`src/rtl/tick_window_gen.sv`:
```
// ============================================================================
// Module   : tick_window_gen
// Brief    : Tick-timed window generator. On an accepted start it waits
//            cfg_delay prescaler ticks, holds win for cfg_width ticks, then
//            pulses done for one cycle. Abort cancels without a done pulse.
// Revision : 1.0 - initial release
// ============================================================================
`timescale 1ns/1ps
`default_nettype none

module tick_window_gen #(
  parameter int DLY_W = 8,
  parameter int WID_W = 8
) (
  input  logic             clk,
  input  logic             rst_n,
  input  logic             tick,
  input  logic             start,
  input  logic             abort,
  input  logic [DLY_W-1:0] cfg_delay,
  input  logic [WID_W-1:0] cfg_width,
  output logic             busy,
  output logic             win,
  output logic             done,
  output logic             start_err
);

  localparam logic [DLY_W-1:0] DLY_ONE  = DLY_W'(1);
  localparam logic [DLY_W-1:0] DLY_ZERO = '0;
  localparam logic [WID_W-1:0] WID_ONE  = WID_W'(1);
  localparam logic [WID_W-1:0] WID_ZERO = '0;

  typedef enum logic [1:0] {
    S_IDLE   = 2'd0,
    S_DELAY  = 2'd1,
    S_ACTIVE = 2'd2,
    S_DONE   = 2'd3
  } state_t;

  state_t           state;
  state_t           state_nxt;
  logic [DLY_W-1:0] dly_cnt;
  logic [DLY_W-1:0] dly_nxt;
  logic [WID_W-1:0] wid_cnt;
  logic [WID_W-1:0] wid_nxt;
  logic             err_nxt;

  // Next-state and counter update; a zero count is never entered, so the
  // down-counters only decrement from values >= 2 and cannot wrap.
  always_comb begin
    state_nxt = state;
    dly_nxt   = dly_cnt;
    wid_nxt   = wid_cnt;
    err_nxt   = start && (state != S_IDLE) && !abort;

    case (state)
      S_IDLE: begin
        if (start && !abort) begin
          dly_nxt = cfg_delay;
          wid_nxt = cfg_width;
          if (cfg_delay != DLY_ZERO) begin
            state_nxt = S_DELAY;
          end else if (cfg_width != WID_ZERO) begin
            state_nxt = S_ACTIVE;
          end else begin
            state_nxt = S_DONE;
          end
        end
      end

      S_DELAY: begin
        if (abort) begin
          state_nxt = S_IDLE;
          dly_nxt   = DLY_ZERO;
          wid_nxt   = WID_ZERO;
        end else if (tick) begin
          if (dly_cnt == DLY_ONE) begin
            dly_nxt   = DLY_ZERO;
            // A zero width skips the window entirely.
            state_nxt = (wid_cnt != WID_ZERO) ? S_ACTIVE : S_DONE;
          end else begin
            dly_nxt = dly_cnt - DLY_ONE;
          end
        end
      end

      S_ACTIVE: begin
        if (abort) begin
          state_nxt = S_IDLE;
          dly_nxt   = DLY_ZERO;
          wid_nxt   = WID_ZERO;
        end else if (tick) begin
          if (wid_cnt == WID_ONE) begin
            wid_nxt   = WID_ZERO;
            state_nxt = S_DONE;
          end else begin
            wid_nxt = wid_cnt - WID_ONE;
          end
        end
      end

      S_DONE: begin
        // Single-cycle completion state; start is ignored here.
        state_nxt = S_IDLE;
        dly_nxt   = DLY_ZERO;
        wid_nxt   = WID_ZERO;
      end

      default: begin
        state_nxt = S_IDLE;
        dly_nxt   = DLY_ZERO;
        wid_nxt   = WID_ZERO;
      end
    endcase
  end

  // State, counters and status outputs; outputs are registered from the
  // next state so they never depend combinationally on the inputs.
  always_ff @(posedge clk or negedge rst_n) begin
    if (!rst_n) begin
      state     <= S_IDLE;
      dly_cnt   <= DLY_ZERO;
      wid_cnt   <= WID_ZERO;
      busy      <= 1'b0;
      win       <= 1'b0;
      done      <= 1'b0;
      start_err <= 1'b0;
    end else begin
      state     <= state_nxt;
      dly_cnt   <= dly_nxt;
      wid_cnt   <= wid_nxt;
      busy      <= (state_nxt != S_IDLE);
      win       <= (state_nxt == S_ACTIVE);
      done      <= (state_nxt == S_DONE);
      start_err <= err_nxt;
    end
  end

  // Output relationships that must hold in every cycle out of reset.
  a_done_single : assert property (@(posedge clk) disable iff (!rst_n)
                                   done |=> !done);
  a_win_busy    : assert property (@(posedge clk) disable iff (!rst_n)
                                   win |-> busy);
  a_done_nowin  : assert property (@(posedge clk) disable iff (!rst_n)
                                   done |-> !win);
  a_dly_nonzero : assert property (@(posedge clk) disable iff (!rst_n)
                                   (state == S_DELAY) |-> (dly_cnt != DLY_ZERO));
  a_wid_nonzero : assert property (@(posedge clk) disable iff (!rst_n)
                                   (state == S_ACTIVE) |-> (wid_cnt != WID_ZERO));

endmodule

`default_nettype wire

```
`config.mk`:
```
export PLATFORM = sky130hd
export DESIGN_NAME = tick_window_gen
export DESIGN_NICKNAME = d
export VERILOG_FILES = /design/src/rtl/tick_window_gen.sv
export SDC_FILE = /design/constraint.sdc
export NUM_CORES = 1
export LEC_CHECK = 0
export CAP_MARGIN = 20
export CORE_ASPECT_RATIO = 0.5
export CORE_MARGIN = 8
export CORE_UTILIZATION = 48
export DETAILED_ROUTE_END_ITERATION = 16
export PLACE_DENSITY = 0.75
export RECOVER_POWER = 25
export SLEW_MARGIN = 15
export SYNTH_ARGS = -nofsm -noshare
export SYNTH_HDL_FRONTEND = slang
export SYNTH_SLANG_ARGS = --single-unit
```
`constraint.sdc`:
```
create_clock -name clk -period 1.6 [get_ports clk]
set_input_delay 0.24 -clock clk [delete_from_list [all_inputs] [get_ports clk]]
set_output_delay 0.24 -clock clk [all_outputs]
set_load 0.1 [all_outputs]
```
# Yosys cells after proc, flatten, opt, wreduce, memory -nomap -nowiden
# Index checks and enable logic that the tools add are counted.
# totals
ff_bits,22
input_bits,21
# classes
n_addsub,2
n_eq_ne,12
mux,22
reduce_logical,12
# op_table
op,count
$mux W8,9
$pmux W8 S4,2
$reduce_bool A8 Y1,3
$eq A8 B1 Y1 const B,2
$mux W2,8
$sub A8 B1 Y8 const B,2
$eq A2 B2 Y1 const B,4
$pmux W2 S4,1
$ne A2 B2 Y1 const B,3
$ne A3 B3 Y1 const B,2
$reduce_and A3 Y1,2
$reduce_bool A2 Y1,2
$logic_and A1 B1 Y1,3
$eq A2 B1 Y1 const B,1
$logic_not A2 Y1,1
$mux W1,2
$logic_not A1 Y1,1

# Logic depth before layout (Yosys ltp)
# Gate-level depths: netlist of the first run.
# depth
depth_word,7
mapped_depth,6
depth_no_buf,6

# Worst setup path before layout of the first run
# Ideal clock, no wire load.
# synth_timing
kind,register -> register
start,register dly_cnt[1]
end,register dly_cnt[1]
t_arrival_ns,1.586
t_required_ns,1.475
slack_ns,-0.110
stages_incl_launch_ff,7
period_less_slack_ns,1.710
path_cell_list,dfrtp_1 inv_1 ha_1 or3b_2 o21ai_1 o21ai_0 mux2_2
# synth_between
elab_chain_cells,5
elab_cells_between_ends,6
classes_between,add/sub: 1; eq/ne: 1; mux: 4
# synth_lines
item,line_no,text
"start, declared",42,logic [DLY_W-1:0] dly_cnt;
"start signal, assigned",130,dly_cnt <= dly_nxt;
$sub A8 B1 Y8 or $eq A8 B1 Y1 (tied branches),"82, 77",
$mux W8 *,77,if (dly_cnt == DLY_ONE) begin
$mux W8 *,76,end else if (tick) begin
$mux W8 *,72,if (abort) begin
$pmux W8 S4 *,56,case (state)
# Every way passes the cells marked *; elsewhere a longest branch is shown, timed or not. The select of a mux whose other input is x is not followed.
# A chain may end at the register's enable or synchronous reset.

# Final worst setup path of the first run
# layout_timing
start,register wid_cnt[1]
end,register wid_cnt[2]
# layout_between
elab_chain_cells,5
elab_cells_between_ends,6
classes_between,add/sub: 1; eq/ne: 1; mux: 4
# layout_lines
item,line_no,text
"start, declared",44,logic [WID_W-1:0] wid_cnt;
"start signal, assigned",131,wid_cnt <= wid_nxt;
$sub A8 B1 Y8 or $eq A8 B1 Y1 (tied branches),"97, 93",
$mux W8 *,93,if (wid_cnt == WID_ONE) begin
$mux W8 *,92,end else if (tick) begin
$mux W8 *,88,if (abort) begin
$pmux W8 S4 *,56,
# Marks and branches as above.

==> results of run 1 <==
logic make-up after synthesis:
family,Yosys count
compound gates,60
simple gates,46
buf+inv,25
flops,22
fa+ha+maj,4
mux,3
synth_stat cells (3+ instances only):
cell type / instances / area [um2]
sky130_fd_sc_hd__nor2_1: 4 / 15.0
sky130_fd_sc_hd__inv_1: 16 / 60.1
sky130_fd_sc_hd__a211oi_1: 9 / 67.6
sky130_fd_sc_hd__o22ai_1: 4 / 25.0
sky130_fd_sc_hd__o31ai_1: 5 / 37.5
sky130_fd_sc_hd__a21oi_4: 3 / 48.8
sky130_fd_sc_hd__o21ai_1: 7 / 35.0
sky130_fd_sc_hd__nor3_1: 6 / 30.0
sky130_fd_sc_hd__ha_1: 4 / 50.1
sky130_fd_sc_hd__dfrtp_1: 22 / 551
sky130_fd_sc_hd__buf_6: 4 / 45.0
sky130_fd_sc_hd__nor3b_1: 3 / 22.5
sky130_fd_sc_hd__nor4_1: 3 / 18.8
sky130_fd_sc_hd__or3b_1: 4 / 35.0
sky130_fd_sc_hd__nand2_1: 5 / 18.8
sky130_fd_sc_hd__a32oi_1: 9 / 78.8
sky130_fd_sc_hd__a21oi_1: 3 / 15.0
sky130_fd_sc_hd__a22oi_1: 6 / 45.0
registers in the layout, summed over array words and instances, names as in the netlist:
register and cells:
wid_cnt 8, win 1, state 2, start_err 1, done 1, busy 1, dly_cnt 8
per-stage QoR:
| step | hold slack, ns | worst slack [ns] | utilization (%) |
|---|---|---|---|
| floorplan | -0.0556 | -0.0301 | - |
| global placement | 0.556 | -0.362 | 74.7 |
| detailed placement | 0.559 | -0.381 | 74.7 |
| CTS | 0.322 | -0.0131 | 78.7 |
| global route | 0.559 | -0.111 | 84.7 |
| finish | 0.510 | -0.0659 | 84.7 |
where the power goes:
group / leakage, nW / internal (mW) / total (mW) / switching (mW)
clock network: 0.0216 / 0.169 / 0.366 / 0.197
logic: 0.797 / 0.723 / 1.43 / 0.710
registers: 0.275 / 0.665 / 0.806 / 0.140
final cells by class:
class	instances	share of cell area, %
clock buffer	3	1.58
inverter	17	2.44
multi-input combinational	114	42.2
sequential	22	21.3
tap	40	1.92
timing repair buffer	88	30.6
placed cells by master (no fill, tap or decap), drive strengths merged, types with 2 or more instances in the layout:
master,instances
mux2i,2
nand2,5
a21oi,8
or3b,5
nor4,6
nor2,4
clkbuf,4
o31ai,5
nor3,6
clkdlybuf4s50,18
ha,4
nor3b,6
a211oi,11
a221oi,2
or2,2
a32oi,9
dfrtp,22
o22ai,6
o21ai,9
nand3,2
or4,3
inv,17
a22oi,6
buf,67
routing by layer:
layer	track usage [%]	routed length (um)	up-vias
met2	30.6	2910	119
met1	19.4	2370	888
met4	6.20	235	0
met3	3.41	487	33
li1	-	-	799
met5	0	0	-
what timing repair did:
action,in CTS,in global routing
gates cloned,0,1
buffers inserted,2,7
gates resized for setup,18,30
pin swaps,5,13
setup endpoints to repair,15,18
final timing paths:
check / depth (start not counted) / end / start
min in group clk: 3 / busy$_DFF_PN0_ / abort
worst min register to register: 2 / dly_cnt[7]$_DFFE_PN0P_ / dly_cnt[7]$_DFFE_PN0P_
max in group asynchronous: 2 / state[1]$_DFF_PN0_ / rst_n
worst max register to register: 6 / wid_cnt[2]$_DFFE_PN0P_ / wid_cnt[1]$_DFFE_PN0P_
worst max-delay path: 6 / wid_cnt[2]$_DFFE_PN0P_ / wid_cnt[1]$_DFFE_PN0P_
worst min-delay path: 2 / wid_cnt[5]$_DFFE_PN0P_ / rst_n
worst max-delay path: stages (launching register included):
cell and delay (ns):
sky130_fd_sc_hd__dfrtp_1 0.41, sky130_fd_sc_hd__inv_2 0.09, sky130_fd_sc_hd__ha_4 0.14, sky130_fd_sc_hd__nor3b_4 0.25
sky130_fd_sc_hd__a21oi_2 0.15, sky130_fd_sc_hd__a211oi_1 0.35, sky130_fd_sc_hd__o22ai_1 0.14
==> run summary, run 1 <==
The run finished, with violations left. The final reports fail on setup timing. The first global-routing pass estimated 7.91 mm of wire.

Port buffering added 24 buffers. For the least setup slack across all paths after layout, the log shows -0.0659 ns. Across the whole layout, storage elements account for 556 um2. Summing all placed instances gives a cell area of 0.00230 mm2. After routing the design area is 0.00261 mm2.

After detailed routing, the average wire length per cell comes to 21.1 um. The portion of synthesized area spent on multiplexers is 1.96%. The die outline height was 56.8 um; the number of hold violations in the final report was 0.

Setup repair after global routing could not meet its margin everywhere. STA puts the critical path data arrival time at 1.81 ns. The die covers 0.00554 mm2.

The number of clock buffers inserted by TritonCTS came out at 3. Along the worst path, the maximum fanout reaches 5. The worst ir drop on vdd was 0.623 mV. Max-cap violations in this run came to 0. Counting flops and latches in the post-synthesis netlist gives 22. Summing the areas of all compound-gate instances in the mapped netlist gives 30.4% of the synthesized area.

The number of global-route vias before repair is 1679. The adder and majority cell fraction of the synthesized area was 3.14%; the total of warnings raised by yosys was 0. The combinational family with the most area after synthesis was compound AO/OA/AOI/OAI gates. The area growth from synthesis to final layout works out to 63.8%. The tools report the buffer levels on the longest clock path as 2.

The initial utilization of the core area, before any placement, comes to 51.7%. Dividing the final minimum period by the clock period gives 104%. Overall power: 2.60 mW. Summed over all cells, the static leakage comes to 1.09 nW.

CTS placed an instance of sky130_fd_sc_hd__clkbuf_8 at the clock tree root. After routing, the total negative slack on setup checks comes to -0.299 ns. The number of nets in the synthesized netlist is 185. For this block, the routed nets add up to 6.01 mm of wire. The routed layout has 1839 vias.

The critical path in this run is classified as reg2reg. The run gives 138 as the violation count after the first detailed-route iteration. The clock reaches the later pin of the worst-skew pair after 0.27 ns. At the end of routability-driven placement, the weighted congestion stood at 0.940.

The multi-input combinational cells in the finished layout cover a total of 0.00110 mm2. The tools report the sink count of the clock tree as 22. Summing the areas of all and, or, nand and nor instances in the mapped netlist gives 21.7% of the synthesized area. A synthesized cell averages 9.97 um2. The tools report the residual DRC count as 0. The hold buffer count at cts was 0. The kind of start point of the critical path was a flip-flop. STA classifies the critical path endpoint as a flip-flop. Setup violations remaining at the end of the flow were counted as 8.

After global routing the overflow that remains totals 0. After layout, the minimum clock period comes to 1.67 ns. In this run the count of I/O pins placed on the die edge is 25.

The number of antenna violations at the first check in global routing came out at 0. In this run the tightest slew margin relative to its limit is 60.4%. The number of instances in the placed design was 271; the number of enable flip-flop cells after synthesis was 0. The per-cell via count in the routed design came out at 6.48. The number of H-tree levels is 1, and the number of pins with negative max-slew slack in the final report is 0.

For the core area, the log shows 0.00308 mm2. The peak clock frequency supported by timing is 0.600 GHz. Most instantiated flip-flop cell in the synthesis netlist: sky130_fd_sc_hd__dfrtp_1. Of the synthesized area, sequential elements account for 34.5%. After synthesis the cells add up to 0.00160 mm2. Synthesized-area fraction occupied by xor and xnor cells: 0%.

The logs give 23 for the largest net degree at the start of global routing and 160 for the post-synthesis cell count. In this run the core area contains 14 standard-cell rows. The path class of the tightest hold or removal check is in2async. The required time at the worst-slack endpoint is 1.74 ns, and the share of post-route cells with drive strength above 1 is 50.4%.

After clock tree synthesis, the clock-pin slew on the worst setup and hold paths is 0.08 ns. The number of routed nets with antenna violations was 0. The die width works out to 97.5 um. Transition at the pin with the smallest max-transition slack: 0.594 ns. Dividing total power by cell area gives a power density of 997 mW/mm2. TritonCTS built the clock tree. The HPWL after detailed placement is 3.55 mm. The total of fill cells in the finished design came out at 161.

The worst register-to-register path has a setup slack of -0.07 ns. Global routing consumed, over all layers together, 17.0% of the routing resources. The count of nets after finishing was 271; the antenna diode instance count was 0. The number of iterations in the first detailed-routing pass is 5, and the proportion of synthesized flip-flops having asynchronous set or reset is 100%. The clock arrives with 0.00203 ns of skew. After the flow finishes, the layout carries non-filler instances totaling 284. The number of different library cells used by synthesis comes to 50.
Note: power is estimated with default switching activity, not from simulation.
==> inputs of run 2 (changes only) <==
- CORE_UTILIZATION: 48 -> 55
- CTS_CLUSTER_DIAMETER: default -> 30
- PLACE_DENSITY: 0.75 -> 0.81
- clock period: 1.6 -> 2.1 ns (I/O delays scaled with it)
==> run summary, run 2 (same netlist as run 1, synthesis figures left out) <==
For the required time at the worst-slack endpoint, the log shows 2.26 ns (+0.52 ns). The logs give 23 (unchanged) for the largest net degree at the start of global routing and 0.798 nW (-27%) for the leakage power figure. The number of global-route vias before repair is 1434 (-15%), and the global-route congestion overflow total is 0 (unchanged). The antenna diode instance count is 0 (unchanged), and the number of pins with negative max-slew slack in the final report is 0 (unchanged).

The die outline height works out to 54.1 um (-4.7%). Setup repair after global routing left no endpoint under its margin. The maximum fanout along the worst path works out to 5 (unchanged). For the critical path data arrival time, the log shows 2.12 ns (+0.31 ns). The tools report the share of total power in the clock network as 24.9% (+11 points). In this run the worst hold path is classified as reg2reg. The run gives 7.03 mm (-11%) as the first-pass GRT wire length. The critical path is of the reg2reg type. The register-to-register path setup slack was 0.14 ns (+0.20 ns).

The combined global-route utilization of all metal layers was 17.8% (+0.82 points); the number of antenna violations at the first check in global routing was 0 (unchanged). The post-placement worst setup slack was 0.0149 ns (+0.396 ns); the part of the total power dissipated in combinational logic was 36.7% (-18 points). The most common cell after layout, fill and taps aside was sky130_fd_sc_hd__dfrtp_1. The endpoint class of the critical path is a flip-flop. From synthesis to final layout, the design area changed by 23.8%. Leaving out fill and tap cells, the most frequent cells in the layout are sky130_fd_sc_hd__dfrtp_1, sky130_fd_sc_hd__clkdlybuf4s50_1, sky130_fd_sc_hd__buf_4, sky130_fd_sc_hd__inv_1. Start of the worst register-to-register path: dly_cnt[1]$_DFFE_PN0P_.

TritonCTS built the clock tree. The number of routed nets with antenna violations came out at 0 (unchanged). The clock latency on the worst-skew pair was 0.27 ns (about the same).

The floorplan row count is 13 (-1), and the sequential cell fraction of total power is 38.4% (+7.5 points). The die width is 92.2 um (-5.5%), and the share of total power consumed by net switching is 37.4% (-2.8 points). For the number of top-level design ports, the log shows 25 (unchanged). The count of nets after finishing came out at 220 (-19%). The minimum clock period is 1.96 ns (+0.296 ns). The run finished with clean final reports. The hold buffer count at cts came out at 0 (unchanged).

The die footprint is 0.00498 mm2 (-10%), and the worst-case headroom to the max-slew limit is 16.9% (-43 points). The post-cts resize count is 0 (-18). The half-perimeter wire length after placement is 3.07 mm (-14%).

The worst ir drop on vdd came out at 0.360 mV (-42%). In the final layout, the registers with the most flip-flops are dly_cnt x8, wid_cnt x8, state x2. For the number of iterations in the first detailed-routing pass, the log shows 4 (-1). Peak clock frequency supported by timing: 0.510 GHz (-15%). The logs give 2 (unchanged) for the buffer levels on the longest clock path and 0.00267 mm2 (-13%) for the core area.

For the violation count after the first detailed-route iteration, the log shows 121 (-12%). The per-cell routed wire length was 18.2 um (-14%); the worst hold path cell count was 2. The effective utilization at floorplan came out at 59.8% (+8.1 points). The worst setup path is launched from a flip-flop.

The number of port buffers came out at 24 (unchanged). The aggregate routed wire length was 4.21 mm (-30%); the clock input transition at the sequential cells of the worst setup and hold paths was 0.08 ns (about the same). The path with the worst hold slack has its endpoint at wid_cnt[5]$_DFFE_PN0P_. The logs give 0 (unchanged) for the number of hold violations in the final report and 1.02 mW (-34%) for the internal power. The total setup buffers inserted after CTS came out at 0 (-2). The residual DRC count is 0 (unchanged). The number of instances in the placed design is 227 (-16%), and the max-capacitance violation count is 0 (unchanged). The switching power total is 611 uW (-42%), and the transition at the pin with the smallest max-transition slack is 1.25 ns (+0.652 ns).

The weighted congestion reported at the end of routability-driven placement is 0.921 (-2.0%), and the power density over the cells is 826 mW/mm2 (-17%). The logs give 197 (+22%) for the total of fill cells in the finished design and 1 (unchanged) for the number of H-tree levels. The final worst-path cycle share works out to 93.4% (-11 points). The least setup slack across all paths after layout came out at 0.138 ns (+0.204 ns). In this run the critical register-to-register path is captured at dly_cnt[1]$_DFFE_PN0P_. The sink count of the clock tree is 22 (unchanged). The sum of negative setup slack is 0 ns (+0.299 ns), and the count of endpoints failing setup in the final report is 0 (-8). The number of clock buffers inserted by TritonCTS came out at 3 (unchanged). The number of cells on the worst reg-to-reg path works out to 6 (unchanged). For the final clock skew, the log shows 0.000960 ns (-0.00107 ns). For the utilization after layout, the log shows 74.1% (-11 points). Beginning of the worst hold path: wid_cnt[5]$_DFFE_PN0P_. For the total vias in the final route, the log shows 1497 (-19%). CTS placed an instance of sky130_fd_sc_hd__clkbuf_8 at the clock tree root.

The per-cell via count in the routed design came out at 6.48 (about the same). The number of standard cells in the layout, taps in and fillers out was 231 (-19%); the share of post-route cells with drive strength above 1 was 20.6% (-30 points).
run 2: cell types whose count changed in the layout (fill, tap and decap cells not counted), sizes merged:
cell	previous run	this run
bufinv	0	1
buf	67	17
clkdlybuf4s50	18	19
dlygate4sd2	1	0
a21oi	8	7
run 2: stage by stage:
stage               hold slack [ns]  total power, mW  instance area, um2
floorplan                    0.0194             1.03                1600
global placement              0.554             1.20                1910
detailed placement            0.568             1.21                1910
CTS                           0.396             1.62                1980
global route                  0.612             1.73                1980
finish                        0.582             1.63                1980
run 2: cell type report:
type	count	area [um2]	area share, %
Multi-Input combinational cell	113	912	46.2
Sequential cell	22	551	27.9
Timing Repair Buffer	38	332	16.8
Inverter	17	63.8	3.23
Tap cell	37	46.3	2.34
Clock buffer	3	41.3	2.09
Clock inverter	1	30.0	1.52
run 2: critical path, stage by stage (launching register included):
cell,delay [ns]
sky130_fd_sc_hd__dfrtp_1,0.46
sky130_fd_sc_hd__inv_1,0.11
sky130_fd_sc_hd__ha_1,0.18
sky130_fd_sc_hd__or3b_2,0.50
sky130_fd_sc_hd__o21ai_1,0.23
sky130_fd_sc_hd__o21ai_0,0.11
sky130_fd_sc_hd__mux2_2,0.26
run 2: metal layers:
metal	vias to the layer above	global-route usage [%]	wire, um	share of wire [%]
met1	721	22.2	1890	45
li1	696	-	-	-
met5	-	0	0	0
met4	0	7.92	74	1.8
met3	6	5.54	332	7.9
met2	74	28.4	1920	46
run 2: worst max path at each step:
| stage | from | to | slack (ns) | depth (start not counted) |
|---|---|---|---|---|
| 2_1_floorplan | dly_cnt[1]$_DFFE_PN0P_ | dly_cnt[1]$_DFFE_PN0P_ | 0.39 | 6 |
| 3_3_place_gp | abort | wid_cnt[1]$_DFFE_PN0P_ | 0.02 | 7 |
| 3_5_place_dp | abort | win$_DFF_PN0_ | 0.01 | 5 |
| 4_1_cts | dly_cnt[1]$_DFFE_PN0P_ | dly_cnt[1]$_DFFE_PN0P_ | 0.16 | 6 |
| 5_1_grt | dly_cnt[1]$_DFFE_PN0P_ | dly_cnt[1]$_DFFE_PN0P_ | 0.04 | 6 |
| 6_report | dly_cnt[1]$_DFFE_PN0P_ | dly_cnt[1]$_DFFE_PN0P_ | 0.14 | 6 |
run 2: power groups by stage:
stage / registers (mW) / clock network (mW) / logic, mW
2_1_floorplan: 0.623 / 0 / 0.402
3_3_place_gp: 0.630 / 0 / 0.567
3_5_place_dp: 0.631 / 0 / 0.583
4_1_cts: 0.625 / 0.408 / 0.592
5_1_grt: 0.642 / 0.437 / 0.652
6_report: 0.627 / 0.406 / 0.600
